`src/rtl/dpi_pkg.sv`:
```
// Shared types and constants for the DPI packet sequencer slice.
package dpi_pkg;

  localparam int unsigned STREAM_ID_W = 6;
  localparam int unsigned NUM_STREAMS = 64;

  typedef enum logic [2:0] {
    ST_IDLE,
    ST_LOAD,
    ST_PRIME,
    ST_STREAM,
    ST_DRAIN,
    ST_FIN
  } seq_state_e;

endpackage

```
`src/rtl/dpi_stream_table.sv`:
```
// Per-stream state: seen bitmap with deferred flush, and the regex enable-mask registers.
module dpi_stream_table
  import dpi_pkg::*;
#(
  parameter int unsigned NUM_REGEX = 16
) (
  input  logic                   clk,
  input  logic                   rst_n,
  input  logic [STREAM_ID_W-1:0] lookup_id,
  output logic                   lookup_seen_c,
  output logic [NUM_REGEX-1:0]   lookup_mask_c,
  input  logic                   set_en,
  input  logic [STREAM_ID_W-1:0] set_id,
  input  logic                   flush,
  input  logic                   idle,
  input  logic                   idle_entry,
  input  logic                   cfg_we,
  input  logic [STREAM_ID_W-1:0] cfg_stream,
  input  logic [NUM_REGEX-1:0]   cfg_mask
);

  logic [NUM_STREAMS-1:0] seen_q, seen_d;
  logic [NUM_REGEX-1:0]   mask_q [NUM_STREAMS];
  logic [NUM_REGEX-1:0]   mask_d [NUM_STREAMS];
  logic                   flush_pend_q, flush_pend_d;
  logic                   clear_c;

  // Same-cycle flush and cfg write are forwarded so the lookup sees them.
  always_comb begin
    lookup_seen_c = seen_q[lookup_id] & ~(flush & idle);
    lookup_mask_c = (cfg_we && (cfg_stream == lookup_id)) ? cfg_mask : mask_q[lookup_id];
  end

  always_comb begin
    clear_c      = (flush & idle) | (idle_entry & (flush_pend_q | flush));
    flush_pend_d = flush_pend_q;
    seen_d       = seen_q;
    mask_d       = mask_q;
    if (clear_c) begin
      flush_pend_d = 1'b0;
      seen_d       = '0;
    end else if (flush) begin
      flush_pend_d = 1'b1;
    end
    if (set_en) begin
      seen_d[set_id] = 1'b1;
    end
    if (cfg_we) begin
      mask_d[cfg_stream] = cfg_mask;
    end
  end

  always_ff @(posedge clk) begin
    if (!rst_n) begin
      seen_q       <= '0;
      flush_pend_q <= 1'b0;
      for (int unsigned i = 0; i < NUM_STREAMS; i++) begin
        mask_q[i] <= '0;
      end
    end else begin
      seen_q       <= seen_d;
      flush_pend_q <= flush_pend_d;
      for (int unsigned i = 0; i < NUM_STREAMS; i++) begin
        mask_q[i] <= mask_d[i];
      end
    end
  end

endmodule

```
`src/rtl/dpi_pkt_sequencer.sv`:
```
// Sequences tagged packets through the regex matcher array: restore, stream, drain, finalize.
// Optional statistics counters are built when DPI_SEQ_STATS_EN is defined.
module dpi_pkt_sequencer
  import dpi_pkg::*;
#(
  parameter int unsigned NUM_REGEX = 16,
  parameter int unsigned MATCH_LAT = 1
) (
  input  logic                   clk,
  input  logic                   rst_n,
  input  logic                   in_valid,
  output logic                   in_ready,
  input  logic [7:0]             in_data,
  input  logic                   in_sop,
  input  logic                   in_eop,
  input  logic [STREAM_ID_W-1:0] in_stream_id,
  input  logic                   cfg_we,
  input  logic [STREAM_ID_W-1:0] cfg_stream,
  input  logic [NUM_REGEX-1:0]   cfg_mask,
  input  logic                   flush,
  output logic                   m_load_state,
  output logic                   m_new_stream_id,
  output logic [STREAM_ID_W-1:0] m_stream_id,
  output logic [7:0]             m_char,
  output logic                   m_char_vld,
  output logic                   m_eop,
  output logic [NUM_REGEX-1:0]   m_enable,
  output logic                   busy,
  output logic                   err_orphan,
  output logic [31:0]            stat_pkts,
  output logic [31:0]            stat_bytes
);

  localparam int unsigned DRAIN_W = $clog2(MATCH_LAT + 1) + 1;

  seq_state_e             state_q, state_d;
  logic [DRAIN_W-1:0]     drain_cnt_q, drain_cnt_d;
  logic [STREAM_ID_W-1:0] stream_id_q, stream_id_d;
  logic [NUM_REGEX-1:0]   enable_q, enable_d;
  logic                   new_id_q, new_id_d;
  logic [7:0]             char_q, char_d;
  logic                   char_vld_q, char_vld_d;
  logic                   load_q, load_d;
  logic                   eop_q, eop_d;
  logic                   busy_q, busy_d;
  logic                   orphan_q, orphan_d;
  logic                   lookup_seen_c;
  logic [NUM_REGEX-1:0]   lookup_mask_c;
  logic                   accept_c;

  assign in_ready = (state_q == ST_STREAM) | ((state_q == ST_IDLE) & in_valid & ~in_sop);
  assign accept_c = (state_q == ST_STREAM) & in_valid;

  dpi_stream_table #(
    .NUM_REGEX (NUM_REGEX)
  ) u_table (
    .clk           (clk),
    .rst_n         (rst_n),
    .lookup_id     (in_stream_id),
    .lookup_seen_c (lookup_seen_c),
    .lookup_mask_c (lookup_mask_c),
    .set_en        (state_q == ST_LOAD),
    .set_id        (stream_id_q),
    .flush         (flush),
    .idle          (state_q == ST_IDLE),
    .idle_entry    (state_q == ST_FIN),
    .cfg_we        (cfg_we),
    .cfg_stream    (cfg_stream),
    .cfg_mask      (cfg_mask)
  );

  // Next state; packet context is captured on the IDLE->LOAD edge and held to FIN.
  always_comb begin
    state_d     = state_q;
    drain_cnt_d = drain_cnt_q;
    stream_id_d = stream_id_q;
    enable_d    = enable_q;
    new_id_d    = new_id_q;
    char_d      = char_q;
    char_vld_d  = 1'b0;
    orphan_d    = 1'b0;
    case (state_q)
      ST_IDLE: begin
        if (in_valid && in_sop) begin
          state_d     = ST_LOAD;
          stream_id_d = in_stream_id;
          enable_d    = lookup_mask_c;
          new_id_d    = ~lookup_seen_c;
        end else if (in_valid) begin
          orphan_d = 1'b1;
        end
      end
      ST_LOAD:  state_d = ST_PRIME;
      ST_PRIME: state_d = ST_STREAM;
      ST_STREAM: begin
        if (in_valid) begin
          char_d     = in_data;
          char_vld_d = 1'b1;
          if (in_eop) begin
            state_d     = ST_DRAIN;
            drain_cnt_d = '0;
          end
        end
      end
      ST_DRAIN: begin
        if (drain_cnt_q == DRAIN_W'(MATCH_LAT)) begin
          state_d = ST_FIN;
        end else begin
          drain_cnt_d = drain_cnt_q + DRAIN_W'(1);
        end
      end
      ST_FIN:   state_d = ST_IDLE;
      default:  state_d = ST_IDLE;
    endcase
    load_d = (state_d == ST_LOAD);
    eop_d  = (state_d == ST_FIN);
    busy_d = (state_d != ST_IDLE);
  end

  always_ff @(posedge clk) begin
    if (!rst_n) begin
      state_q     <= ST_IDLE;
      drain_cnt_q <= '0;
      stream_id_q <= '0;
      enable_q    <= '0;
      new_id_q    <= 1'b0;
      char_q      <= '0;
      char_vld_q  <= 1'b0;
      load_q      <= 1'b0;
      eop_q       <= 1'b0;
      busy_q      <= 1'b0;
      orphan_q    <= 1'b0;
    end else begin
      state_q     <= state_d;
      drain_cnt_q <= drain_cnt_d;
      stream_id_q <= stream_id_d;
      enable_q    <= enable_d;
      new_id_q    <= new_id_d;
      char_q      <= char_d;
      char_vld_q  <= char_vld_d;
      load_q      <= load_d;
      eop_q       <= eop_d;
      busy_q      <= busy_d;
      orphan_q    <= orphan_d;
    end
  end

  assign m_load_state    = load_q;
  assign m_new_stream_id = new_id_q;
  assign m_stream_id     = stream_id_q;
  assign m_char          = char_q;
  assign m_char_vld      = char_vld_q;
  assign m_eop           = eop_q;
  assign m_enable        = enable_q;
  assign busy            = busy_q;
  assign err_orphan      = orphan_q;

`ifdef DPI_SEQ_STATS_EN
  logic [31:0] stat_pkts_q, stat_pkts_d;
  logic [31:0] stat_bytes_q, stat_bytes_d;

  always_comb begin
    stat_pkts_d  = stat_pkts_q + 32'(state_q == ST_FIN);
    stat_bytes_d = stat_bytes_q + 32'(accept_c);
  end

  always_ff @(posedge clk) begin
    if (!rst_n) begin
      stat_pkts_q  <= '0;
      stat_bytes_q <= '0;
    end else begin
      stat_pkts_q  <= stat_pkts_d;
      stat_bytes_q <= stat_bytes_d;
    end
  end

  assign stat_pkts  = stat_pkts_q;
  assign stat_bytes = stat_bytes_q;
`else
  logic unused_accept;
  assign unused_accept = accept_c;
  assign stat_pkts     = '0;
  assign stat_bytes    = '0;
`endif

endmodule

```
`config.mk`:
```
export PLATFORM = sky130hd
export DESIGN_NAME = dpi_pkt_sequencer
export DESIGN_NICKNAME = d
export VERILOG_FILES = /design/src/rtl/dpi_pkg.sv /design/src/rtl/dpi_stream_table.sv /design/src/rtl/dpi_pkt_sequencer.sv
export SDC_FILE = /design/constraint.sdc
export NUM_CORES = 2
export LEC_CHECK = 0
export BUFFER_PORTS_ARGS = -buffer_cell sky130_fd_sc_hd__buf_2
export CAP_MARGIN = 20
export CORE_MARGIN = 3
export CORE_UTILIZATION = 40
export DETAILED_ROUTE_END_ITERATION = 10
export SLEW_MARGIN = 5
export SYNTH_ARGS = -nofsm -noshare
export SYNTH_HDL_FRONTEND = slang
export SYNTH_HIERARCHICAL = 1
export SYNTH_SLANG_ARGS = --single-unit
```
`constraint.sdc`:
```
create_clock -name clk -period 4.9 [get_ports clk]
set_clock_uncertainty 0.05 [all_clocks]
set_input_delay 1.47 -clock clk [delete_from_list [all_inputs] [get_ports clk]]
set_output_delay 1.47 -clock clk [all_outputs]
set_load 0.02 [all_outputs]
```
### Word level (Yosys, flattened, before mapping)

Index checks and enable logic that the tools add are counted.

* add/subtract/negate cells: 1
* magnitude comparators: 6
* equality and inequality tests: 12
* mux-type cells: 23
* bitwise operators: 16
* reductions and logical operators: 13

Operator list (count)
* 1024-bit bitwise mux: 1
* 64-bit 2-to-1 mux: 2
* 16-bit binary-select mux with 6-bit select: 1
* 16-bit demux with 6-bit select: 1
* 16-bit 2-to-1 mux: 4
* 64-bit bitwise OR: 1
* 3-bit one-hot mux with 5 select lines: 1
* 7-bit greater-or-equal comparator (second input constant): 2
* 6-bit by 7-bit less-than comparator with 1-bit output (second input constant): 2
* 6-bit inverter with 7-bit output: 2
* 3-bit 2-to-1 mux: 4
* 3-bit equality test (second input constant): 3
* 7-bit by 1-bit less-than comparator with 1-bit output (second input constant): 1
* 1-bit binary-select mux with 6-bit select: 1
* 1-bit demux with 6-bit select: 1
* 3-bit by 1-bit equality test with 1-bit output (second input constant): 2
* 3-bit by 2-bit equality test with 1-bit output (second input constant): 2
* 6-bit equality test: 1
* 6-bit by 1-bit greater-or-equal comparator with 1-bit output (second input constant): 1
* 2-bit 2-to-1 mux: 3
* 2-bit inequality test (second input constant): 3
* 2-bit AND reduction: 3
* 1-bit bitwise AND: 5
* 1-bit inverter: 5
* 12 further kinds: 19

* register bits after elaboration: 1130
* input bits: 43
* logic and storage cells: 148

### Logic depth before layout (Yosys ltp)

* depth in word-level cells: 6
* depth in mapped cells: 13
* gate-level depth less buffers: 8

### Modules after synthesis

The synthesis kept the hierarchy.

By module, submodules not included
* dpi_stream_table: times used 1, cells each 5602, area each 49795.3 um2, seq. area each 21800.9 um2
* dpi_pkt_sequencer: times used 1, cells each 257, area each 2279.7 um2, seq. area each 820.8 um2

### Least setup slack after synthesis

Ideal clock, no wire load.

* path kind: in2out
* from: input port in_sop
* to: output port in_ready
* arrival: 2.378 ns
* slack: 1.002 ns
* stages on the path: 4
* cells stage by stage: clkbuf_1 -> clkbuf_1 -> nand3b_1 -> a21oi_1

* longest elaborated chain between the ends: 3

RTL lines
* start, declared: line dpi_pkt_sequencer.sv:14 `input logic in_sop,`
* 1-bit inverter: line dpi_pkt_sequencer.sv:51 `assign in_ready = (state_q == ST_STREAM) | ((state_q == ST_IDLE) & in_valid & ~in_sop);`
* 1-bit bitwise AND: line dpi_pkt_sequencer.sv:51
* 1-bit bitwise OR: line dpi_pkt_sequencer.sv:51
* end, declared: line dpi_pkt_sequencer.sv:12 `output logic in_ready,`

Every way passes these cells.

### Final worst setup path

* from: input port in_stream_id[1]
* to: register enable_q[11], in the netlist m_enable[11]

* longest elaborated chain between the ends: 5

RTL lines
* start, declared: line dpi_pkt_sequencer.sv:16 `input logic [STREAM_ID_W-1:0] in_stream_id,`
* 6-bit inverter with 7-bit output (implied by the code): line dpi_stream_table.sv:31 `lookup_mask_c = (cfg_we && (cfg_stream == lookup_id)) ? cfg_mask : mask_q[lookup_id];`
* 16-bit binary-select mux with 6-bit select: line dpi_stream_table.sv:31
* 16-bit 2-to-1 mux (implied by the code) (2 in series): line dpi_stream_table.sv:31
* 16-bit 2-to-1 mux (*): line dpi_stream_table.sv:31
* named net lookup_mask_c[11]: line dpi_pkt_sequencer.sv:48 `logic [NUM_REGEX-1:0] lookup_mask_c;`
* end signal, assigned: line dpi_pkt_sequencer.sv:137 `enable_q <= enable_d;`
* end, declared: line dpi_pkt_sequencer.sv:39 `logic [NUM_REGEX-1:0] enable_q, enable_d;`

Mark *: on every way through the listed nets, which the timed path passes. The rest lies on a longest branch. The select of a mux whose other input is x is not followed.
A chain may end at the register's enable or synchronous reset.

==> impl.org <==
** Outcome
- Result of the run :: complete, no violations

** Power
- Internal Pwr Total :: around 15 mW
- Clock share of power :: 46.9%
- Portion of total power attributed to combinational logic :: approximately 6.8%
- The worst-case IR drop observed on VDD is between 0.3 and 0.4 mV.
- Power spread over the standard cell area amounts to approximately 340 nW/um^2.
- Registers are responsible for between 40% and 50% of the overall power.
- Net switching is 24.0% of the power.
- In this run the static leakage power is between 15 and 20 nW.
- Summed over all nets, the switching power comes to around 4.8 mW.

** Logic synthesis
- Summing the sequential cell areas from Yosys gives between 40% and 50% of the chip area.
- Number of standard cells after synthesis :: around 5900
- During synthesis, Yosys emitted a total of 6 warnings.
- Number of synthesized register bits :: about 1100
- Yosys mapped the design onto 66 distinct sky130hd cell types.
- Dominant register cell in the synthesized netlist :: sky130_fd_sc_hd__dfxtp_1
- For this run, asynchronously set or reset flops after synthesis account for 0%.
- The synthesized design contains 0 enable-type register cells.
- Post-synthesis instance area :: roughly 52000 sq um
- Dividing the synthesized area by the synthesized cell count gives 8.89 sq um.

** Floorplan
- In this run the horizontal extent of the chip is between 300 and 400 um.
- Die Footprint :: ~130000 sq um
- Cell Rows :: between 100 and 150
- Area of the placeable core :: 128000 sq um
- In this run the count of I/O pins placed on the die edge is 144.
- Die height :: approximately 370 um
- The initial utilization of the core area, before any placement, comes to 40.6%.

** Layout
- Area added between synthesis and finish :: 11.6%
- Area taken by flip-flops and latches :: 22600 sq um
- Proportion of layout cells with a drive suffix above 1 :: between 10% and 20%
- Filler cell count in the final layout :: between 10000 and 15000
- Excluding fillers, the count of instances in the completed layout stands at 7581.
- Summing all non-filler instances in the final layout gives an area of just under 60000 sq um.
- The multi-input combinational cells in the finished layout cover a total of around 27000 sq um.
- At the end of the flow, the number of nets in the layout was 5793.
- At the end of the flow the core is filled with cells to 45.3%.

** Clocking
- Number of buffers inserted by hold repair at cts :: 0
- Clock-pin slew was measured on the worst setup and hold paths at approximately 0.060 ns.
- The H-tree was split into 3 levels.
- Number of buffers created by CTS :: between 100 and 150
- Once the clock tree was built, the resizer swapped 0 gates to a different size.
- # clock sinks :: between 1000 and 1500
- # Post-CTS Setup Buffers :: 0
- The clock passes through at most 3 buffers.
- CTS placed an instance of sky130_fd_sc_hd__clkbuf_16 at the clock tree root.
- TritonCTS built the clock tree.
- Source-to-sink clock delay at the later pin of the worst-skew pair :: between 0.7 and 0.8 ns

** Global route
- The first global-routing pass estimated around 260 mm of wire.
- For this run, global-route usage on met1 was measured as 32.3%.
- GR Util met2 :: 40.1%
- Initial antenna violation count :: 11
- Met3 demand-to-capacity share in global routing :: 5.15%
- Global-route total usage across every layer :: 24.8%
- In this run the most used layer during global routing was met2.
- Entering global routing, the biggest net connects between 150 and 200 pins.
- Gr ovfl total :: 0
- The via count of the first global-routing pass came to roughly 40000.

** Placed design
- Summed over all nets, the half-perimeter wirelength after detailed placement is 109 mm.
- In this run, placement finished with an instance count of around 7400.
- Cell area reported after detailed placement :: about 54000 sq um
- Worst slack at placement :: ~0.47 ns
- Routability congestion estimate from global placement :: 0.887
- Number of port buffers :: 79

** Worst setup path
- Critical-path cell with the highest stage delay :: sky130_fd_sc_hd__a2111oi_0
- For this run, the slowest stage of the critical path takes 0.64 ns.
- Crit-path most repeated cell :: sky130_fd_sc_hd__buf_4
- Of all nets on the critical path, the largest fanout is 43.
- Endpoint class of the critical path :: flop
- Startpoint of the most critical register-to-register path :: u_table/mask_q[443]$_SDFFE_PN0P_
- The critical path goes through buf_6 -> buf_4 -> mux4_2 -> nor2b_1 -> a2111oi_0 -> buf_4 -> nor4_1 -> a221o_1 -> and3_1 -> o21a_1.
- For the worst setup path, the data arrival time is 4.45 ns.
- The critical path is of the input pin to flop type.
- Startpoint of the worst setup timing path :: in_stream_id[1]
- STA classifies the critical path startpoint as an input pin.
- Data required, critical path :: around 5.5 ns

** STA
- Setup_tns :: 0 ns
- Setup repair after global routing left no endpoint under its margin.
- Number of max-slew violations in the final report :: 0
- Post-layout minimum cycle time :: 3.87 ns
- Setup violations remaining at the end of the flow were counted as 0.
- In this run the tightest slew margin relative to its limit is about a quarter.
- Worst Tran Pin Value :: about 1.1 ns
- Maximum clock frequency :: ~260 MHz
- Final hold violations :: 0
- After layout, the worst path uses about four fifths of the clock period.
- Minimum setup slack in the final design :: slightly above 1 ns

** Route
- Average wire per standard cell :: 22.8 um
- After detailed routing, the number of vias per cell comes to ~5.5.
- The detail route stage leaves a number of antenna-violating nets equal to 0.
- Routed vias :: between 40000 and 50000
- DRC errors left :: 0
- Aggregate routed wire length :: roughly 170 mm
- Total iterations of the first detailed-routing run :: 8
- Iteration-0 DRC count of the detailed router :: between 4000 and 5000

** Run
- Across the run, the number of max-cap violations was 0.

** Hold path
- Critical hold path startpoint :: m_char[6]$_SDFFE_PN0P_
- Path class of the lowest-slack min-delay path :: flop to flop
==> power groups by stage <==
stage          Sequential, mW  Clock (mW)  Combinational [mW]
2_1_floorplan            9.47           0               0.911
3_3_place_gp             9.48           0                1.33
3_5_place_dp             9.48           0                1.33
4_1_cts                  9.27        9.58                1.34
5_1_grt                  9.27        9.93                1.42
6_report                 9.27        9.40                1.36
==> state kept, by name, indices dropped and copies added (netlist names) <==
name	cells
busy	1
drain_cnt_q	2
err_orphan	1
m_char	8
m_char_vld	1
m_enable	16
m_eop	1
m_load_state	1
m_new_stream_id	1
m_stream_id	6
state_q	3
u_table/flush_pend_q	1
u_table/mask_q	1024
u_table/seen_q	64
==> per-stage QoR <==
step	hold slack, ns	power (mW)
detailed placement	0.394	10.8
floorplan	0.382	10.4
global placement	0.388	10.8
finish	0.401	20.0
CTS	0.402	20.2
global route	0.423	20.6
==> kinds of logic after synthesis <==
kind of cell,count (synthesis),synth area share [%]
buffers and inverters,579,5.24
and+or+nand+nor,2436,19.4
adders and majority gates,1,0.0240
xor gates and xnor gates,8,0.135
other,1,0.00720
DFF,1130,43.4
muxes,446,13.9
AOI/OAI and AO/OA,1258,17.9
==> cells in the mapped netlist (14+ instances only) <==
cell                       number  area share, %
sky130_fd_sc_hd__o21ai_0       14           0.13
sky130_fd_sc_hd__nand3_1      110            1.1
sky130_fd_sc_hd__mux2i_1      219            4.2
sky130_fd_sc_hd__a22oi_1      132            1.9
sky130_fd_sc_hd__a21boi_1      95            1.4
sky130_fd_sc_hd__buf_4         81            1.2
sky130_fd_sc_hd__nor2_2        24           0.29
sky130_fd_sc_hd__clkbuf_1     341            2.5
sky130_fd_sc_hd__a21boi_0     872             13
sky130_fd_sc_hd__dfxtp_1     1130             43
sky130_fd_sc_hd__o21a_1        22           0.32
sky130_fd_sc_hd__nor2b_1      175            2.1
sky130_fd_sc_hd__a21oi_1       62           0.60
sky130_fd_sc_hd__nand2_1     1971             14
sky130_fd_sc_hd__buf_2        135            1.3
sky130_fd_sc_hd__and3_1        26           0.31
sky130_fd_sc_hd__mux4_2       222            9.6
sky130_fd_sc_hd__a211oi_1      23           0.33
sky130_fd_sc_hd__nor2_1        64           0.46
==> worst paths after layout <==
path                                             endpoint  slack (ns)  cells after the start
worst max-delay path            m_enable[11]$_SDFFE_PN0P_        1.03                     10
worst min-delay path               m_char[6]$_SDFFE_PN0P_        0.40                      2
worst max register to register  m_enable[11]$_SDFFE_PN0P_        2.25                      8
worst min register to register     m_char[6]$_SDFFE_PN0P_        0.40                      2
==> cell type report <==
type                    count  share of cell area, %
flip-flops and latches   1130                   38.9
diodes                      7                 0.0301
multi-input cells        4213                   46.5
well taps                1729                   3.72
inverters                   5                 0.0323
repair buffers            279                   3.80
clock inverters            30                  0.611
clock buffers             188                   6.43
==> worst max-delay path: cells and delay by family <==
family	cells	cell delay [ns]
simple gates	3	0.39
buf+inv	3	1.08
compound gates	3	1.10
mux	1	0.34
==> layout by cell type, fill, tap and decap left out, drive strengths merged, types with 5 or more instances in the layout <==
| cell | n |
|---|---|
| a211oi | 23 |
| a22oi | 132 |
| mux4 | 222 |
| nor2b | 175 |
| bufinv | 7 |
| diode | 7 |
| and2 | 5 |
| nor3 | 16 |
| and3 | 26 |
| mux2 | 5 |
| clkbuf | 189 |
| a21boi | 967 |
| clkinv | 15 |
| nor2 | 92 |
| o21ai | 16 |
| xnor2 | 6 |
| dfxtp | 1130 |
| conb | 64 |
| inv | 11 |
| nand2 | 1972 |
| nand2b | 13 |
| buf | 278 |
| o22ai | 5 |
| a22o | 12 |
| mux2i | 219 |
| nand3 | 112 |
| o21a | 22 |
| a21oi | 62 |
==> metal layers <==
metal	wire length (um)	part of all wire, %
met5	30	0.017
met3	13400	7.7
met4	7210	4.2
met1	72100	42
met2	80200	46
Power figures use the tool's default switching activity.
